`src/rtl/lcd_avalon_ctrl_if.sv`:
```
// Avalon-MM slave bus between the LCD message driver and lcd_avalon_ctrl.
interface lcd_avalon_ctrl_if;
  logic       address;
  logic       chipselect;
  logic       byteenable;
  logic       read;
  logic       write;
  logic [7:0] writedata;
  logic [7:0] readdata;
  logic       waitrequest;
  logic [1:0] response;

  modport master (
    output address, chipselect, byteenable, read, write, writedata,
    input  readdata, waitrequest, response
  );

  modport slave (
    input  address, chipselect, byteenable, read, write, writedata,
    output readdata, waitrequest, response
  );
endinterface

```
`src/rtl/lcd_avalon_ctrl.sv`:
```
// HD44780 8-bit parallel LCD controller behind an Avalon-MM slave port.
// Runs the power-on init sequence, then turns each accepted write into one
// timed bus cycle (setup, enable pulse, hold, execution wait).
module lcd_avalon_ctrl #(
  parameter int unsigned SETUP_CYC   = 4,
  parameter int unsigned EN_CYC      = 12,
  parameter int unsigned HOLD_CYC    = 2,
  parameter int unsigned EXEC_CYC    = 2000,
  parameter int unsigned CLEAR_CYC   = 82000,
  parameter int unsigned POWERUP_CYC = 750000
) (
  input  logic             clk,
  input  logic             reset_n,
  lcd_avalon_ctrl_if.slave avs,
  output logic [7:0]       LCD_DATA,
  output logic             LCD_RS,
  output logic             LCD_RW,
  output logic             LCD_EN,
  output logic             LCD_ON,
  output logic             LCD_BLON
);

  localparam int unsigned MAX_AB  = (SETUP_CYC > EN_CYC) ? SETUP_CYC : EN_CYC;
  localparam int unsigned MAX_CD  = (HOLD_CYC > EXEC_CYC) ? HOLD_CYC : EXEC_CYC;
  localparam int unsigned MAX_EF  = (CLEAR_CYC > POWERUP_CYC) ? CLEAR_CYC : POWERUP_CYC;
  localparam int unsigned MAX_ABC = (MAX_AB > MAX_CD) ? MAX_AB : MAX_CD;
  localparam int unsigned MAX_CYC = (MAX_ABC > MAX_EF) ? MAX_ABC : MAX_EF;
  // Counter only ever holds N-1
  localparam int unsigned CNT_W   = (MAX_CYC > 1) ? $clog2(MAX_CYC) : 1;

  typedef enum logic [2:0] {
    PWR_WAIT,
    INIT_LOAD,
    SETUP,
    PULSE,
    HOLD,
    EXEC,
    IDLE
  } state_t;

  state_t           state_q, state_d;
  logic [CNT_W-1:0] cnt_q, cnt_d;
  logic [1:0]       idx_q, idx_d;
  logic             in_init_q, in_init_d;
  logic             init_done_q, init_done_d;
  logic             rs_q, rs_d;
  logic [7:0]       data_q, data_d;
  logic [7:0]       last_data_q, last_data_d;
  logic             en_q, en_d;

  logic [7:0]       rom_byte;
  logic             clear_instr;
  logic             busy;
  logic             wr_take;

  // Init ROM: function set, display on, entry increment, clear
  always_comb begin
    rom_byte = 8'h01;
    case (idx_q)
      2'd0:    rom_byte = 8'h38;
      2'd1:    rom_byte = 8'h0C;
      2'd2:    rom_byte = 8'h06;
      default: rom_byte = 8'h01;
    endcase
  end

  // Clear (0x01) and return-home (0x02/0x03) need the long execution wait
  assign clear_instr = ~rs_q & (data_q[7:2] == 6'd0) & (data_q[1:0] != 2'd0);
  assign busy        = (state_q != IDLE);
  assign wr_take     = ~busy & avs.chipselect & avs.write & ~avs.read & avs.byteenable;

  // Next-state, counter reload on state entry, latched bus values
  always_comb begin
    state_d     = state_q;
    cnt_d       = cnt_q;
    idx_d       = idx_q;
    in_init_d   = in_init_q;
    init_done_d = init_done_q;
    rs_d        = rs_q;
    data_d      = data_q;
    last_data_d = last_data_q;

    if (cnt_q != '0) begin
      cnt_d = cnt_q - CNT_W'(1);
    end

    case (state_q)
      PWR_WAIT: begin
        if (cnt_q == '0) begin
          state_d = INIT_LOAD;
          cnt_d   = '0;
        end
      end
      INIT_LOAD: begin
        state_d = SETUP;
        cnt_d   = CNT_W'(SETUP_CYC - 1);
        rs_d    = 1'b0;
        data_d  = rom_byte;
      end
      SETUP: begin
        if (cnt_q == '0) begin
          state_d = PULSE;
          cnt_d   = CNT_W'(EN_CYC - 1);
        end
      end
      PULSE: begin
        if (cnt_q == '0) begin
          state_d = HOLD;
          cnt_d   = CNT_W'(HOLD_CYC - 1);
        end
      end
      HOLD: begin
        if (cnt_q == '0) begin
          state_d = EXEC;
          cnt_d   = clear_instr ? CNT_W'(CLEAR_CYC - 1) : CNT_W'(EXEC_CYC - 1);
        end
      end
      EXEC: begin
        if (cnt_q == '0) begin
          cnt_d = '0;
          if (in_init_q && (idx_q != 2'd3)) begin
            idx_d   = idx_q + 2'd1;
            state_d = INIT_LOAD;
          end else begin
            state_d   = IDLE;
            in_init_d = 1'b0;
            if (in_init_q) begin
              init_done_d = 1'b1;
            end
          end
        end
      end
      IDLE: begin
        cnt_d = '0;
        if (wr_take) begin
          state_d = SETUP;
          cnt_d   = CNT_W'(SETUP_CYC - 1);
          rs_d    = avs.address;
          data_d  = avs.writedata;
          if (avs.address) begin
            last_data_d = avs.writedata;
          end
        end
      end
      default: begin
        state_d = PWR_WAIT;
        cnt_d   = CNT_W'(POWERUP_CYC - 1);
      end
    endcase

    en_d = (state_d == PULSE);
  end

  // State and datapath registers; reset restarts the whole init sequence
  always_ff @(posedge clk or negedge reset_n) begin
    if (!reset_n) begin
      state_q     <= PWR_WAIT;
      cnt_q       <= CNT_W'(POWERUP_CYC - 1);
      idx_q       <= 2'd0;
      in_init_q   <= 1'b1;
      init_done_q <= 1'b0;
      rs_q        <= 1'b0;
      data_q      <= 8'h00;
      last_data_q <= 8'h00;
      en_q        <= 1'b0;
    end else begin
      state_q     <= state_d;
      cnt_q       <= cnt_d;
      idx_q       <= idx_d;
      in_init_q   <= in_init_d;
      init_done_q <= init_done_d;
      rs_q        <= rs_d;
      data_q      <= data_d;
      last_data_q <= last_data_d;
      en_q        <= en_d;
    end
  end

  assign avs.waitrequest = busy;
  assign avs.response    = (avs.chipselect & avs.read & avs.write) ? 2'b10 : 2'b00;
  assign avs.readdata    = (avs.chipselect & avs.read)
                           ? (avs.address ? last_data_q : {busy, init_done_q, 6'b000000})
                           : 8'h00;

  assign LCD_DATA = data_q;
  assign LCD_RS   = rs_q;
  assign LCD_EN   = en_q;
  assign LCD_RW   = 1'b0;
  assign LCD_ON   = 1'b1;
  assign LCD_BLON = 1'b1;

endmodule

```
`src/flat_wrapper.sv`:
```
// flat-port wrapper written by rule: the top's interface ports become plain ports
module lcd_avalon_ctrl_flat 
#(
  parameter int unsigned SETUP_CYC   = 4,
  parameter int unsigned EN_CYC      = 12,
  parameter int unsigned HOLD_CYC    = 2,
  parameter int unsigned EXEC_CYC    = 2000,
  parameter int unsigned CLEAR_CYC   = 82000,
  parameter int unsigned POWERUP_CYC = 750000
)
  (clk, reset_n, LCD_DATA, LCD_RS, LCD_RW, LCD_EN, LCD_ON, LCD_BLON, avs_address, avs_chipselect, avs_byteenable, avs_read, avs_write, avs_writedata, avs_readdata, avs_waitrequest, avs_response);
  lcd_avalon_ctrl_if avs_i ();
  input  logic clk;
  input  logic reset_n;
  output logic [7:0] LCD_DATA;
  output logic LCD_RS;
  output logic LCD_RW;
  output logic LCD_EN;
  output logic LCD_ON;
  output logic LCD_BLON;
  input wire logic [$bits(avs_i.address)-1:0] avs_address;
  input wire logic [$bits(avs_i.chipselect)-1:0] avs_chipselect;
  input wire logic [$bits(avs_i.byteenable)-1:0] avs_byteenable;
  input wire logic [$bits(avs_i.read)-1:0] avs_read;
  input wire logic [$bits(avs_i.write)-1:0] avs_write;
  input wire logic [$bits(avs_i.writedata)-1:0] avs_writedata;
  output wire logic [$bits(avs_i.readdata)-1:0] avs_readdata;
  output wire logic [$bits(avs_i.waitrequest)-1:0] avs_waitrequest;
  output wire logic [$bits(avs_i.response)-1:0] avs_response;
  assign avs_i.address = avs_address;
  assign avs_i.chipselect = avs_chipselect;
  assign avs_i.byteenable = avs_byteenable;
  assign avs_i.read = avs_read;
  assign avs_i.write = avs_write;
  assign avs_i.writedata = avs_writedata;
  assign avs_readdata = avs_i.readdata;
  assign avs_waitrequest = avs_i.waitrequest;
  assign avs_response = avs_i.response;
  lcd_avalon_ctrl #(.SETUP_CYC(SETUP_CYC), .EN_CYC(EN_CYC), .HOLD_CYC(HOLD_CYC), .EXEC_CYC(EXEC_CYC), .CLEAR_CYC(CLEAR_CYC), .POWERUP_CYC(POWERUP_CYC)) u_core (.clk(clk), .reset_n(reset_n), .avs(avs_i), .LCD_DATA(LCD_DATA), .LCD_RS(LCD_RS), .LCD_RW(LCD_RW), .LCD_EN(LCD_EN), .LCD_ON(LCD_ON), .LCD_BLON(LCD_BLON));
endmodule
```
`config.mk`:
```
export PLATFORM = sky130hd
export DESIGN_NAME = lcd_avalon_ctrl_flat
export DESIGN_NICKNAME = d
export VERILOG_FILES = /design/src/rtl/lcd_avalon_ctrl_if.sv /design/src/rtl/lcd_avalon_ctrl.sv /design/src/flat_wrapper.sv
export SDC_FILE = /design/constraint.sdc
export NUM_CORES = 1
export LEC_CHECK = 0
export CAP_MARGIN = 5
export CORE_ASPECT_RATIO = 0.75
export CORE_MARGIN = 3
export CORE_UTILIZATION = 58
export DETAILED_ROUTE_END_ITERATION = 8
export PLACE_DENSITY_LB_ADDON = 0.2
export SYNTH_ARGS = -nofsm -noshare
export SYNTH_HDL_FRONTEND = slang
export SYNTH_SLANG_ARGS = --single-unit
```
`constraint.sdc`:
```
create_clock -name clk -period 4.7 [get_ports clk]
set_input_delay 0.705 -clock clk [delete_from_list [all_inputs] [get_ports clk]]
set_output_delay 0.705 -clock clk [all_outputs]
set_load 0.01 [all_outputs]
```
==> results.yml, run 1 <==
worst_setup_path:
  crit_arrival_ps: 2700
  critical_path_required_ps: 3990
  critPathLaunchType: "flop"
  worstPathMaxFanout: 22
  end_kind: "output pin"
  critical_path_class: "flop to output pin"
clocking:
  clockBufferDepth: 2
  cts_resized: 0
  path_clk_slew_ps: 80
  clkSinkCount: 45
  cts_buffers: 5
  cts_hold_buf: 0
  insertion_delay_ps: 300
  postCtsSetupBuffers: 0
  root_buffer: "clkbuf_8"
  htree_levels: 2
  cts_tree: "done"
yosys:
  synth_warnings: 0
  synth.avg_cell_area_um2: 9.162
  synth_compound_area_share_pct: 14.51
  synth_commonest_cells: "dfrtp_1 (31), nor2_1 (31), nand2_1 (25)"
  synth-simple-area-share_pct: 23.14
  ys_types: 55
  synth_top_cell_by_area: "dfrtp_1"
  postSynthCellCount: 288
  seq_area_frac_synth_pct: 43.34
  synth.top_cell.area_share_pct: 29.40
  synth_fa_ha_area_share_pct: 2.845
  synth_top_family_by_area: "simple AND/OR/NAND/NOR gates"
  ys_ff_latch: 45
  dominantRegCellSynth: "dfrtp_1"
  synth-xor-area-share_pct: 5.642
  synth_mux_area_share_pct: 5.358
  synthTopCellsByArea: "dfrtp_1 (29%), dfstp_2 (14%), xnor2_1 (4.6%)"
  synth_edf_count: 0
  synth_area_um2: 2639
  async_flop_share_pct: 100.0
routing:
  wl_um: 6549
  via_count: 2272
  vias_per_cell: 6.108
  wl_per_cell_um: 17.60
  firstDrtPassIters: 5
  drt_iter0_drc: 337
  drtAntennaViolNets: 0
  drc_errors: 0
die:
  start_util_pct: 62.77
  core_um2: 4204
  design.die.area_um2: 5403
  num_rows: 20
  io_pins: 39
  die_x_um: 83.89
  fp.dieH_um: 64.42
power:
  switchingPower_mw: 0.1485
  swShare_pct: 19.56
  leakage_nw: 1.356
  combPwrFrac_pct: 3.5
  sequentialPowerShare_pct: 51.0
  clockPowerShare_pct: 45.5
  ir_drop_mv: 0.2117
  power_density_nw_per_um2: 244.3
  p_int_mw: 0.6108
finish:
  area_growth_pct: 17.78
  stdcell_area_um2: 3108
  fillers: 301
  finalNetCount: 337
  seq_area_um2: 1144
  fin_cells: 372
  drive_above_1_share_pct: 12.93
  antenna_cells: 0
  multi_input_area_um2: 1374
run:
  maxCapViolCount: 0
sta:
  fmax_mhz: 293.4
  finalSetupViolations: 0
  slew_violations: 0
  fin_tns_setup_ps: 0
  min_period_ps: 3408
  max_slew.worst_pin.slew_ps: 954.7
  post-route-period-util_pct: 72.51
  clock-skew-final_ps: 7.067
  slew_headroom_pct: 36.35
  rsz0062_at_grt: "no"
  hold_viol: 0
global_routing:
  grt_pass1_wl_um: 11100
  grt_max_degree: 46
  overflow: 0
  grt.total_usage_pct: 26.00
  antenna_found_initial: 0
  grt_pass1_vias: 2179
placement:
  dp_cells: 364
  portBuffers: 34
  placed_area_um2: 2974
  gp_congestion: 0.8530
  hpwlAfterDp_um: 4735
min_path:
  min_path_type: "flop to flop"
outcome:
  status: "finished clean"
-- logic make-up (layout without fill, tap and decap cells) --
kind of cell    Yosys count  in the layout
fa+ha+maj                 6              6
xor+xnor                 17             17
other cells               2              4
buf+inv                  28             55
flops                    45             45
simple gates            117            117
mux                      13             13
compound gates           60             60
-- metrics by stage --
step | hold slack, ps | util, % | setup slack (ps) | total power [mW]
2_1_floorplan | 409.4 | - | 2451 | 0.4012
3_3_place_gp | 459.4 | 70.74 | 1707 | 0.4216
3_5_place_dp | 469.6 | 70.74 | 1683 | 0.4219
4_1_cts | 482.9 | 73.93 | 1348 | 0.7649
5_1_grt | 502.9 | 73.93 | 1077 | 0.7815
6_report | 484.5 | 73.93 | 1292 | 0.7593
-- critical path, stage by stage, from the launching register on --
cell and delay [ps]:
dfrtp_1 770, clkinv_1 430, nor3_1 260, buf_4 230
nor2_1 50, a21oi_1 120, nor2_1 50, clkdlybuf4s50_1 470
-- state kept, by name (all words and copies together), names as in the netlist --
register / cells
u_core.LCD_DATA: 8
u_core.LCD_EN: 1
u_core.LCD_RS: 1
u_core.cnt_q: 20
u_core.idx_q: 2
u_core.in_init_q: 1
u_core.init_done_q: 1
u_core.last_data_q: 8
u_core.state_q: 3
-- area by class of cell --
class | instances | share of cell area, %
multi-input cells | 217 | 44.20
flip-flops and latches | 45 | 36.80
repair buffers | 35 | 11.03
clock buffers | 5 | 2.214
well taps | 55 | 2.214
clock inverters | 3 | 2.093
inverters | 12 | 1.449
-- power by group through the flow --
| stage | logic, mW | registers, mW | clock network [mW] |
|---|---|---|---|
| finish | 0.0267 | 0.387 | 0.345 |
| global route | 0.0295 | 0.388 | 0.364 |
| CTS | 0.0273 | 0.387 | 0.350 |
| detailed placement | 0.0273 | 0.395 | 0 |
| global placement | 0.0270 | 0.395 | 0 |
| floorplan | 0.00648 | 0.395 | 0 |
-- routing by layer --
| layer | track usage [%] | vias up | part of all wire [%] |
|---|---|---|---|
| li1 | - | 1071 | - |
| met1 | 39.47 | 1097 | 49 |
| met2 | 38.29 | 92 | 44 |
| met3 | 4.956 | 12 | 5.8 |
| met4 | 6.627 | 0 | 1.1 |
| met5 | 0 | - | 0 |
-- cell usage in the layout, fill, tap and decap left out, drive strengths merged, types with 11 or more instances in the layout --
cell,n
dfrtp,31
clkdlybuf4s50,33
nand3,11
nand2,25
dfstp,14
nor3,16
o21ai,16
a21oi,21
nor2,31
xnor2,14
-- worst paths after layout --
| path | startpoint | cells past startpoint | end | slack [ps] |
|---|---|---|---|---|
| worst max-delay path | u_core.state_q[1] | 7 | avs_readdata[7] | 1290 |
| worst min-delay path | u_core.in_init_q | 2 | u_core.in_init_q | 480 |
| worst max register to register | u_core.cnt_q[4] | 6 | u_core.idx_q[1] | 1680 |
| worst min register to register | u_core.in_init_q | 2 | u_core.in_init_q | 480 |
| max in group asynchronous | reset_n | 1 | u_core.idx_q[1] | 3560 |
| min in group asynchronous | reset_n | 1 | u_core.last_data_q[5] | 540 |
Power figures use the tool's default switching activity.
==> run 2, diff against run 1 <==
--- a/config.mk
+++ b/config.mk
@@ -8,7 +8,7 @@
 export CAP_MARGIN = 5
 export CORE_ASPECT_RATIO = 0.75
 export CORE_MARGIN = 3
-export CORE_UTILIZATION = 58
+export CORE_UTILIZATION = 54
 export DETAILED_ROUTE_END_ITERATION = 8
 export PLACE_DENSITY_LB_ADDON = 0.2
 export SYNTH_ARGS = -nofsm -noshare
==> constraint.sdc (replaced) <==
create_clock -name clk -period 3.5 [get_ports clk]
set_input_delay 0.525 -clock clk [delete_from_list [all_inputs] [get_ports clk]]
set_output_delay 0.525 -clock clk [all_outputs]
set_load 0.01 [all_outputs]
==> results.yml, run 2 (synthesis gave the netlist of run 1 again) <==
routing:
  drtAntennaViolNets: 0
  vias_per_cell: 5.971
  firstDrtPassIters: 5
  wl_per_cell_um: 17.28
  wl_um: 6499
  via_count: 2245
  drc_errors: 0
  drt_iter0_drc: 213
die:
  fp.dieH_um: 66.54
  core_um2: 4598
  design.die.area_um2: 5770
  num_rows: 21
  die_x_um: 86.72
  start_util_pct: 57.39
  io_pins: 39
global_routing:
  grt_pass1_wl_um: 10420
  grt.total_usage_pct: 23.62
  antenna_found_initial: 0
  grt_pass1_vias: 2052
  grt_max_degree: 46
  overflow: 0
finish:
  antenna_cells: 0
  stdcell_area_um2: 3093
  largest_reg_flops: 20
  area_growth_pct: 17.21
  finalNetCount: 339
  regMostFlops: "u_core.cnt_q"
  drive_above_1_share_pct: 13.48
  final_common_cell: "clkdlybuf4s50_1"
  fin_cells: 376
  layout_common_cells: "clkdlybuf4s50_1 (33), nor2_1 (31), dfrtp_1 (31)"
run:
  maxCapViolCount: 0
worst_setup_path:
  r2r-end: "u_core.last_data_q[2]"
  timing.rr.start: "u_core.state_q[2]"
  r2r_slack_ps: 780
  critical_path_required_ps: 2970
  critical_path_class: "flop to output pin"
  end_kind: "output pin"
  crit_arrival_ps: 2680
  rr_worst_depth: 6
  worstPathMaxFanout: 21
  critPathLaunchType: "flop"
sta:
  holdWs_ps: 377.7
  min_period_ps: 3203
  slew_headroom_pct: 34.10
  clock-skew-final_ps: 5.236
  fmax_mhz: 312.2
  fin_tns_setup_ps: 0
  rsz0062_at_grt: "no"
  hold_viol: 0
  post-route-period-util_pct: 91.52
  max_slew.worst_pin.slew_ps: 988.5
  finalSetupViolations: 0
  slew_violations: 0
clocking:
  cts_resized: 0
  insertion_delay_ps: 300
  postCtsSetupBuffers: 0
  cts_tree: "done"
  cts_buffers: 5
  clkSinkCount: 45
  root_buffer: "clkbuf_8"
  htree_levels: 2
  path_clk_slew_ps: 90
  cts_hold_buf: 0
  clockBufferDepth: 2
placement:
  placed_area_um2: 2992
  hpwlAfterDp_um: 4642
  dp_cells: 368
  gp_congestion: 0.8798
  portBuffers: 34
power:
  ir_drop_mv: 0.2180
  power_density_nw_per_um2: 296.7
  leakage_nw: 1.351
outcome:
  status: "finished clean"
min_path:
  min_path_type: "input port to asynchronous set/reset pin"
[run 2: where the power goes]
part	switching (mW)	internal [mW]
sequential	0	0.520
combinational	0.0200	0.0164
clock	0.182	0.179
[run 2: stage by stage]
stage / util (%) / total power [mW] / worst slack, ps
after global placement: 65.06 / 0.5669 / 793.3
after floorplan: - / 0.5388 / 1251
after global routing: 67.27 / 0.9503 / 163.3
after detailed placement: 65.06 / 0.5669 / 714.0
final: 67.27 / 0.9177 / 296.8
after CTS: 67.27 / 0.9191 / 348.8
[run 2: area by class of cell]
cell class | instances | area [um2]
inverters | 12 | 45.04
repair buffers | 37 | 357.8
clock inverters | 1 | 5.005
fillers | 360 | 1505
clock buffers | 7 | 96.34
flip-flops and latches | 45 | 1144
well taps | 57 | 71.32
multi-input cells | 217 | 1374
[run 2: worst max-delay path, cell delays in order (launching register included)]
cell	delay [ps]
dfrtp_1	770
clkinv_1	450
nor3_1	230
buf_4	240
nor2_1	60
a21oi_1	110
nor2_1	50
clkdlybuf4s50_1	470
[run 2: worst max path at each step]
| stage | startpoint | end | cells after the start |
|---|---|---|---|
| finish | u_core.state_q[2] | avs_readdata[7] | 7 |
| global route | u_core.state_q[2] | avs_readdata[7] | 7 |
| CTS | u_core.state_q[2] | avs_readdata[7] | 7 |
| detailed placement | u_core.state_q[2] | avs_readdata[7] | 7 |
| global placement | u_core.state_q[2] | avs_readdata[7] | 7 |
| floorplan | u_core.cnt_q[9] | u_core.idx_q[1] | 6 |
[run 2: per-layer routing]
layer  vias to the layer above  wire, um  share of wire, %  GRT usage, %
met2                        94      2758                42         33.59
met3                         9       527               8.1         4.944
li1                       1068         -                 -             -
met4                         0        84               1.3         7.004
met5                         -         0                 0             0
met1                      1074      3130                48         35.72
